**src/rtl/mysystem_start_pkg.sv**
```systemverilog
// Shared types and PIO register map for the start sequencer.
package mysystem_start_pkg;

  typedef enum logic [2:0] {
    IDLE  = 3'd0,
    SET   = 3'd1,
    RUN   = 3'd2,
    CLR   = 3'd3,
    DRAIN = 3'd4
  } state_t;

  // PIO s1 register offsets: data, bit-set, bit-clear.
  localparam logic [2:0] PIO_ADDR_DATA = 3'd0;
  localparam logic [2:0] PIO_ADDR_SET  = 3'd4;
  localparam logic [2:0] PIO_ADDR_CLR  = 3'd5;

endpackage

```
**src/rtl/mysystem_start_sequencer_if.sv**
```systemverilog
// Requester handshake plus Avalon-MM PIO master bus of the start sequencer.
// master = sequencer side, slave = requesters / accelerator / PIO side.
interface mysystem_start_sequencer_if #(
  parameter int NUM_REQ = 4
);
  logic [NUM_REQ-1:0] req;
  logic [NUM_REQ-1:0] grant;
  logic [NUM_REQ-1:0] done_pulse;
  logic               busy;
  logic               accel_done;
  logic               err_clr;
  logic               timeout_err;
  logic [2:0]         m_address;
  logic               m_chipselect;
  logic               m_write_n;
  logic [31:0]        m_writedata;

  modport master (
    input  req, accel_done, err_clr,
    output grant, done_pulse, busy, timeout_err,
    output m_address, m_chipselect, m_write_n, m_writedata
  );

  modport slave (
    output req, accel_done, err_clr,
    input  grant, done_pulse, busy, timeout_err,
    input  m_address, m_chipselect, m_write_n, m_writedata
  );
endinterface

```
**src/rtl/mysystem_rr_arbiter.sv**
```systemverilog
// Combinational round-robin pick: first set request at or after the pointer.
module mysystem_rr_arbiter #(
  parameter  int NUM_REQ = 4,
  localparam int PW      = $clog2(NUM_REQ)
) (
  input  logic [NUM_REQ-1:0] i_req,
  input  logic [PW-1:0]      i_ptr,
  output logic [NUM_REQ-1:0] o_gnt,
  output logic [PW-1:0]      o_idx,
  output logic               o_valid
);

  // Scan NUM_REQ positions starting at the pointer, wrapping; first hit wins.
  always_comb begin
    o_gnt   = '0;
    o_idx   = '0;
    o_valid = 1'b0;
    for (int k = 0; k < NUM_REQ; k++) begin
      if (!o_valid && i_req[(int'(i_ptr) + k) % NUM_REQ]) begin
        o_valid = 1'b1;
        o_idx   = PW'((int'(i_ptr) + k) % NUM_REQ);
        o_gnt[(int'(i_ptr) + k) % NUM_REQ] = 1'b1;
      end
    end
  end

endmodule

```
**src/rtl/mysystem_start_sequencer.sv**
```systemverilog
// Shares one start PIO / accelerator among NUM_REQ requesters:
// arbitrate, write bit-set, wait for accel done (or timeout), write bit-clear.
module mysystem_start_sequencer
  import mysystem_start_pkg::*;
#(
  parameter int          NUM_REQ        = 4,
  parameter logic [31:0] START_MASK     = 32'h1,
  parameter int          TIMEOUT_CYCLES = 1024
) (
  input logic                  clk,
  input logic                  reset,
  mysystem_start_sequencer_if.master bus
);

  localparam int PW = $clog2(NUM_REQ);
  // Timer must hold TIMEOUT_CYCLES; keep at least one bit when timeout is disabled.
  localparam int TW = (TIMEOUT_CYCLES > 0) ? $clog2(TIMEOUT_CYCLES + 1) : 1;
  localparam logic [TW-1:0] TMO_LAST = TW'((TIMEOUT_CYCLES > 0) ? TIMEOUT_CYCLES - 1 : 0);

  state_t             r_state;
  logic [PW-1:0]      r_ptr;
  logic [NUM_REQ-1:0] r_grant;
  logic [NUM_REQ-1:0] r_done;
  logic               r_busy;
  logic               r_terr;
  logic               r_cs;
  logic               r_wn;
  logic [2:0]         r_addr;
  logic [31:0]        r_wd;
  logic [TW-1:0]      r_timer;

  logic [NUM_REQ-1:0] w_arb_gnt;
  logic [PW-1:0]      w_arb_idx;
  logic               w_arb_vld;
  logic [PW-1:0]      w_ptr_nxt;
  logic               w_tmo_fire;

  mysystem_rr_arbiter #(.NUM_REQ(NUM_REQ)) u_arb (
    .i_req   (bus.req),
    .i_ptr   (r_ptr),
    .o_gnt   (w_arb_gnt),
    .o_idx   (w_arb_idx),
    .o_valid (w_arb_vld)
  );

  assign w_ptr_nxt  = (w_arb_idx == PW'(NUM_REQ - 1)) ? '0 : w_arb_idx + 1'b1;
  // Done takes priority over a coincident timeout.
  assign w_tmo_fire = (TIMEOUT_CYCLES != 0) && (r_state == RUN) &&
                      !bus.accel_done && (r_timer == TMO_LAST);

  // FSM, timer and registered Avalon write strobes; bus writes occur only in SET and CLR.
  always_ff @(posedge clk or posedge reset) begin
    if (reset) begin
      r_state <= IDLE;
      r_ptr   <= '0;
      r_grant <= '0;
      r_done  <= '0;
      r_busy  <= 1'b0;
      r_terr  <= 1'b0;
      r_cs    <= 1'b0;
      r_wn    <= 1'b1;
      r_addr  <= PIO_ADDR_DATA;
      r_wd    <= '0;
      r_timer <= '0;
    end else begin
      r_done <= '0;
      r_cs   <= 1'b0;
      r_wn   <= 1'b1;
      case (r_state)
        IDLE: if (w_arb_vld) begin
          r_grant <= w_arb_gnt;
          r_ptr   <= w_ptr_nxt;
          r_busy  <= 1'b1;
          r_cs    <= 1'b1;
          r_wn    <= 1'b0;
          r_addr  <= PIO_ADDR_SET;
          r_wd    <= START_MASK;
          r_state <= SET;
        end
        SET: begin
          r_timer <= '0;
          r_state <= RUN;
        end
        RUN: begin
          if (bus.accel_done || w_tmo_fire) begin
            r_done  <= bus.accel_done ? r_grant : '0;
            r_cs    <= 1'b1;
            r_wn    <= 1'b0;
            r_addr  <= PIO_ADDR_CLR;
            r_wd    <= START_MASK;
            r_state <= CLR;
          end else if (r_timer != '1) begin
            r_timer <= r_timer + 1'b1;
          end
        end
        CLR: r_state <= DRAIN;
        DRAIN: if (!bus.accel_done) begin
          r_grant <= '0;
          r_busy  <= 1'b0;
          r_state <= IDLE;
        end
        default: r_state <= IDLE;
      endcase
      // Sticky error: a new timeout beats a simultaneous clear.
      if (w_tmo_fire)       r_terr <= 1'b1;
      else if (bus.err_clr) r_terr <= 1'b0;
    end
  end

  assign bus.grant        = r_grant;
  assign bus.done_pulse   = r_done;
  assign bus.busy         = r_busy;
  assign bus.timeout_err  = r_terr;
  assign bus.m_chipselect = r_cs;
  assign bus.m_write_n    = r_wn;
  assign bus.m_address    = r_addr;
  assign bus.m_writedata  = r_wd;

endmodule
```
**src/flat_wrapper.sv**
```systemverilog
// flat-port wrapper written by rule: the top's interface ports become plain ports
module mysystem_start_sequencer_flat import mysystem_start_pkg::*;
#(
  parameter int          NUM_REQ        = 4,
  parameter logic [31:0] START_MASK     = 32'h1,
  parameter int          TIMEOUT_CYCLES = 1024
)
  (clk, reset, bus_req, bus_accel_done, bus_err_clr, bus_grant, bus_done_pulse, bus_busy, bus_timeout_err, bus_m_address, bus_m_chipselect, bus_m_write_n, bus_m_writedata);
  mysystem_start_sequencer_if #(.NUM_REQ(NUM_REQ)) bus_i ();
  input logic clk;
  input logic reset;
  input wire logic [$bits(bus_i.req)-1:0] bus_req;
  input wire logic [$bits(bus_i.accel_done)-1:0] bus_accel_done;
  input wire logic [$bits(bus_i.err_clr)-1:0] bus_err_clr;
  output wire logic [$bits(bus_i.grant)-1:0] bus_grant;
  output wire logic [$bits(bus_i.done_pulse)-1:0] bus_done_pulse;
  output wire logic [$bits(bus_i.busy)-1:0] bus_busy;
  output wire logic [$bits(bus_i.timeout_err)-1:0] bus_timeout_err;
  output wire logic [$bits(bus_i.m_address)-1:0] bus_m_address;
  output wire logic [$bits(bus_i.m_chipselect)-1:0] bus_m_chipselect;
  output wire logic [$bits(bus_i.m_write_n)-1:0] bus_m_write_n;
  output wire logic [$bits(bus_i.m_writedata)-1:0] bus_m_writedata;
  assign bus_i.req = bus_req;
  assign bus_i.accel_done = bus_accel_done;
  assign bus_i.err_clr = bus_err_clr;
  assign bus_grant = bus_i.grant;
  assign bus_done_pulse = bus_i.done_pulse;
  assign bus_busy = bus_i.busy;
  assign bus_timeout_err = bus_i.timeout_err;
  assign bus_m_address = bus_i.m_address;
  assign bus_m_chipselect = bus_i.m_chipselect;
  assign bus_m_write_n = bus_i.m_write_n;
  assign bus_m_writedata = bus_i.m_writedata;
  mysystem_start_sequencer #(.NUM_REQ(NUM_REQ), .START_MASK(START_MASK), .TIMEOUT_CYCLES(TIMEOUT_CYCLES)) u_core (.clk(clk), .reset(reset), .bus(bus_i));
endmodule
```
**config.mk**
```make
export PLATFORM = sky130hd
export DESIGN_NAME = mysystem_start_sequencer_flat
export DESIGN_NICKNAME = d
export VERILOG_FILES = /design/src/rtl/mysystem_start_pkg.sv /design/src/rtl/mysystem_start_sequencer_if.sv /design/src/rtl/mysystem_rr_arbiter.sv /design/src/rtl/mysystem_start_sequencer.sv /design/src/flat_wrapper.sv
export SDC_FILE = /design/constraint.sdc
export NUM_CORES = 1
export LEC_CHECK = 0
export CORE_MARGIN = 8
export CORE_UTILIZATION = 35
export DETAILED_ROUTE_END_ITERATION = 7
export DONT_BUFFER_PORTS = 1
export SYNTH_ARGS = -nofsm -noshare
export SYNTH_HDL_FRONTEND = slang
export SYNTH_SLANG_ARGS = --single-unit
export TNS_END_PERCENT = 30
```
**constraint.sdc**
```tcl
create_clock -name clk -period 3.85 [get_ports clk]
set_input_delay 0 -clock clk [delete_from_list [all_inputs] [get_ports clk]]
set_output_delay 0 -clock clk [all_outputs]
set_load 0.05 [all_outputs]
```
==> results of run 1 <==
path summary, 6_finish.rpt:
| path | depth (start not counted) | from | slack [ns] | to |
|---|---|---|---|---|
| worst max-delay path | 8 | u_core.r_ptr[0] | 0.79 | u_core.bus.m_address[2] |
| min in group asynchronous | 3 | reset | 0.23 | u_core.r_timer[6] |
| worst min register to register | 1 | u_core.r_timer[10] | 0.49 | u_core.r_timer[10] |
| worst max register to register | 8 | u_core.r_ptr[0] | 0.79 | u_core.bus.m_address[2] |
| max in group asynchronous | 3 | reset | 3.30 | u_core.bus.m_write_n |
| worst min-delay path | 3 | bus_accel_done | 0.08 | u_core.bus.busy |
critical path, stage by stage (launching register included):
cell and delay, ns:
dfrtp_1 0.32, buf_4 0.21, inv_1 0.09, ha_1 0.40, mux4_2 0.67, o41ai_4 0.71
buf_4 0.25, nand2_2 0.06, or2_1 0.22
per-layer routing:
| metal | GRT usage [%] | up-vias | routed length [um] |
|---|---|---|---|
| li1 | - | 658 | - |
| met1 | 12.0 | 622 | 1830 |
| met2 | 13.6 | 53 | 1600 |
| met3 | 4.66 | 7 | 391 |
| met4 | 4.50 | 0 | 70 |
| met5 | 0 | - | 0 |
state kept, by name, indices dropped and copies added, names as in the netlist:
register,flops
u_core.r_timer,11
u_core.bus.done_pulse,4
u_core.bus.grant,4
u_core.r_state,3
u_core.bus.m_address,2
u_core.r_ptr,2
u_core.bus.busy,1
u_core.bus.m_chipselect,1
u_core.bus.m_write_n,1
u_core.bus.timeout_err,1
power groups by stage:
stage / Sequential, W / Combinational, W / Clock [W]
finish: 0.000677 / 0.000788 / 0.000239
global route: 0.000693 / 0.000874 / 0.000256
CTS: 0.000679 / 0.000789 / 0.000248
detailed placement: 0.000684 / 0.000784 / 0
global placement: 0.000681 / 0.000768 / 0
floorplan: 0.000662 / 0.000711 / 0
kinds of logic (layout without fill, tap and decap cells):
logic type	after synthesis	after routing	share of synthesized area, %
AO/OA/AOI/OAI	43	43	15.2
XOR/XNOR	8	8	3.57
adder cells (fa/ha/maj)	6	6	3.82
buffers and inverters	53	28	17.7
flip-flops	30	30	38.3
multiplexers	6	6	5.67
other	1	32	0.191
AND/OR/NAND/NOR	61	61	15.5
final cells by class:
cell class              count  area share (%)
flip-flops and latches     30            37.3
repair buffers              8            3.47
inverters                  12            2.23
well taps                  72            4.47
multi-input cells         156            48.6
clock buffers               8            3.97
through the flow:
| stage | total power, W | setup slack (ns) | std cells | area, um^2 | utilization, % |
|---|---|---|---|---|---|
| 2_1_floorplan | 0.00137 | 1.25 | 239 | 2080 | - |
| 3_3_place_gp | 0.00145 | 0.900 | 274 | 1900 | 34.7 |
| 3_5_place_dp | 0.00147 | 0.817 | 274 | 1900 | 34.7 |
| 4_1_cts | 0.00172 | 0.799 | 286 | 2020 | 36.9 |
| 5_1_grt | 0.00182 | 0.645 | 286 | 2020 | 36.9 |
| 6_report | 0.00170 | 0.786 | 286 | 2020 | 36.9 |
cells in the final DEF (no fill, tap or decap), types with 5 or more instances in the layout:
master	count
conb_1	32
dfrtp_1	29
nand2_1	22
a21oi_1	13
inv_1	12
nor2_1	11
o21ai_0	8
xnor2_1	8
nand3_1	6
a211oi_1	6
ha_1	6
clkbuf_8	5
==> out/metrics.csv, run 1 <==
metric,value,unit
syn_area_cell,9.44,um^2
post-route-period-util,79.6,%
p_leak,0.926,nW
worstHoldPathType,in2reg,
layout-drive-gt1-share,9.81,%
ir_worst_vdd,279,uV
antenna_found_initial,0,
num-fill-cells,569,
setup_total_negative_slack,0,ns
synth_area,1960,um^2
multiInputGateArea,980,um^2
chipHeight,90.9,um
worst_ep_required_time,4.01,ns
p_comb_share,46.3,%
place_congestion,0.852,
cts_max_level,2,
num_io_pins,55,
unrepaired_setup_endpoints_after_global_routing,false,
timing.max_cap.violations,0,
n_antenna_cell,0,
area_share_of_the_largest_cell_type_after_synthesis,37.0,%
clock-root-buffer,clkbuf_8,
regArea,752,um^2
grt_pass1_vias,1320,
slew_headroom,35.9,%
yosysMostFrequentCell,buf_4,
internal-power,0.000830,W
coreArea,5470,um^2
cellPowerDensity,845,nW/um^2
synth-edff-count,0,
dominantRegCellSynth,dfrtp_1,
post-synth-top-area-cell,dfrtp_1,
layout_min_cycle_time,3.06,ns
power.net_switching,0.000874,W
largest_net_degree_at_the_start_of_global_routing,31,
report.final.slew_viol_count,0,
top_cells_by_area_synth,"dfrtp_1 (37%), buf_4 (13%), mux4_2 (4.6%)",
place_hpwl,2.83,mm
clock_power_share,14.0,%
grt_use_total,9.64,%
finalClockSkew,0.00494,ns
startpoint_type,register,
path_max_fanout,15,
ant_nets,0,
ys_ff_latch,30,
cts.repair_timing.setup_buffer_count,0,
worst_setup_hold_path_clk_slew,0.06,ns
fmax,326,MHz
die_area,8260,um^2
timing.critical_path.to_type,register,
grt-ovfl-total,0,
drt-total-wl,3.89,mm
syn_inst,208,
cts_hold_buf,4,
num-nets-final,227,
final_setup_viols,0,
crit_arrival,3.22,ns
ys_seq_area_share,38.3,%
switching_share,51.3,%
via_count,1340,
report.final.hold_viol_count,0,
count_of_standard_cell_rows,27,
post-route-drc-count,0,
detail_route.wl_per_cell,13.6,um
dr.pass1.iters,4,
outcome,"finished, final reports clean",
ys_types,46,
dieWidth,90.9,um
cts_num_sinks,30,
max_slew.worst_pin.slew,0.961,ns
synth_async_sr_flop_share,100,%
hold_ws,0.0757,ns
area.growth.synth_to_final,2.74,%
cts_buffer_depth,2,
worst_skew_pair.late_latency,0.28,ns
start_util,35.9,%
tritoncts.num_buffers,5,
port-buffer-count,0,
setup.worst_path.class,reg2reg,
ctsResizeCount,0,
pwr-share-seq,39.7,%
wire_length_of_the_first_global_routing_pass,6.56,mm
vias_per_cell,4.69,
drt-initial-drc-count,56,
synth_commonest_cells,"buf_4 (33), dfrtp_1 (29), nand2_1 (22)",
synth.yosys.warnings,0,
tritoncts,built,
(Power assumes the default switching activity.)
==> inputs of run 2 (changes only) <==
- clock period: 3.85 -> 2.7 ns (I/O delays scaled with it)
==> run 2 against run 1 <==
Final area grew 0.37%. Critical path depth is 1 lower. Critical path type unchanged. Critical endpoint is now u_core.bus.grant[2]. Largest cell class unchanged. Via count up 2.8%. Sequential share of layout area is 0.14 points lower.
==> out/metrics.csv, run 2 (same netlist as run 1, synthesis figures left out) <==
metric,value,unit,change
start_util,35.9,%,unchanged
coreArea,5470,um^2,unchanged
layout_min_cycle_time,2.38,ns,-0.689 ns
grt_pass1_vias,1386,,+5.0%
worst_skew_pair.late_latency,0.28,ns,about the same
ant_nets,0,,unchanged
slew_headroom,27.6,%,-8.4 points
worstHoldPathType,in2reg,,
wire_length_of_the_first_global_routing_pass,6.38,mm,-2.7%
timing.max_cap.violations,0,,unchanged
timing.critical_path.to_type,register,,
max_slew.worst_pin.slew,1.09,ns,+0.124 ns
finalClockSkew,0.00450,ns,-0.000438 ns
worst_ep_required_time,2.90,ns,-1.11 ns
crit_arrival,2.57,ns,-0.65 ns
vias_per_cell,4.80,,+2.4%
drt-initial-drc-count,56,,unchanged
finalNonFillerCells,287,,+0.35%
most_frequent_standard_cell_in_the_layout_excluding_fill_and_tap_cells,conb_1,,
n_antenna_cell,0,,unchanged
layout.cells.most_common_list,"conb_1 (32), dfrtp_1 (29), nand2_1 (22), a21oi_1 (13), inv_1 (12)",,
outcome,"finished, final reports clean",,
die_area,8260,um^2,unchanged
drt-total-wl,3.73,mm,-4.2%
num_io_pins,55,,unchanged
num-nets-final,228,,+0.44%
startpoint_type,register,,
hold_ws,0.0580,ns,-0.0177 ns
cellPowerDensity,1200,nW/um^2,+42%
numPlacedInstances,275,,+0.36%
port-buffer-count,0,,unchanged
dieWidth,90.9,um,unchanged
setup.worst_path.class,reg2reg,,
dr.pass1.iters,4,,unchanged
place_congestion,0.840,,-1.4%
tritoncts.num_buffers,5,,unchanged
setup_total_negative_slack,0,ns,unchanged
report.final.hold_viol_count,0,,unchanged
ir_worst_vdd,385,uV,+38%
worst_setup_hold_path_clk_slew,0.06,ns,about the same
place_hpwl,2.77,mm,-1.9%
p_leak,0.931,nW,+0.51%
grt-ovfl-total,0,,unchanged
clock-root-buffer,clkbuf_8,,
unrepaired_setup_endpoints_after_global_routing,false,,
post-route-period-util,88.0,%,+8.4 points
cts_max_level,2,,unchanged
antenna_found_initial,0,,unchanged
report.final.slew_viol_count,0,,unchanged
layout-drive-gt1-share,10.2,%,+0.42 points
report.power.total,0.00242,W,+42%
via_count,1377,,+2.8%
multiInputGateArea,980,um^2,unchanged
cts_buffer_depth,2,,unchanged
detail_route.wl_per_cell,13.0,um,-4.5%
final_setup_viols,0,,unchanged
largest_register_ffs,11,,unchanged
path_max_fanout,11,,-4
largest_register,u_core.r_timer,,
regArea,752,um^2,unchanged
count_of_standard_cell_rows,27,,unchanged
post-route-drc-count,0,,unchanged
cts_num_sinks,30,,unchanged
tritoncts,built,,
num-fill-cells,564,,-0.88%
chipHeight,90.9,um,unchanged
fmax,421,MHz,+29%
largest_net_degree_at_the_start_of_global_routing,31,,unchanged
grt_use_total,9.29,%,-0.34 points
area.growth.synth_to_final,3.12,%,
-- run 2: cell count changes in the layout (fill, tap and decap cells not counted) --
cell,before,now
buf_4,4,5
-- run 2: area by class of cell --
cell class,instances,share of cell area [%]
multi-input cells,156,48.4
inverters,12,2.22
clock buffers,8,3.96
repair buffers,9,3.83
flip-flops and latches,30,37.1
well taps,72,4.45
-- run 2: worst max-delay path, stage by stage (launching register included) --
cell and delay [ns]:
dfrtp_1 0.35, inv_1 0.06, ha_1 0.38, mux4_2 0.67, o41ai_4 0.43, buf_4 0.22, a221oi_1 0.06, a21oi_1 0.13
-- run 2: path summary, 6_finish.rpt --
kind	slack [ns]	depth (start not counted)	start	end
min in group asynchronous	0.44	2	reset	u_core.r_timer[5]
max	0.32	7	u_core.r_ptr[1]	u_core.bus.grant[2]
min	0.06	3	bus_accel_done	u_core.bus.busy
max in group asynchronous	1.60	2	reset	u_core.bus.busy
min reg2reg	0.49	1	u_core.r_timer[10]	u_core.r_timer[10]
max reg2reg	0.32	7	u_core.r_ptr[1]	u_core.bus.grant[2]
-- run 2: power breakdown --
part / internal (W) / switching, W
sequential: 0.000587 / 0.000363
combinational: 0.000435 / 0.000708
clock: 0.000182 / 0.000149
total: 0.00120 / 0.00122
-- run 2: per-layer routing --
layer  wire [um]  up-vias  track usage, %  share of wire [%]
met5           0        -               0                  0
met4          92        0            5.87                2.5
met3         334        8            3.91                9.0
met2        1540       55            13.3                 41
met1        1770      651            11.2                 47
li1            -      663               -                  -
-- run 2: timing repair --
action / 4_1_cts / 5_1_grt
resized for setup: 0 / 0
hold buffers: 4 / 0
buffers inserted: 0 / 0
endpoints found under the hold margin: 39 / 0
-- run 2: stage by stage --
stage	util (%)	setup WS, ns	cell area (um^2)
final	37.0	0.325	2020
after global routing	37.0	0.120	2020
after CTS	37.0	0.289	2020
after detailed placement	34.8	0.310	1900
after global placement	34.8	0.333	1900
after floorplan	-	0.0965	2080
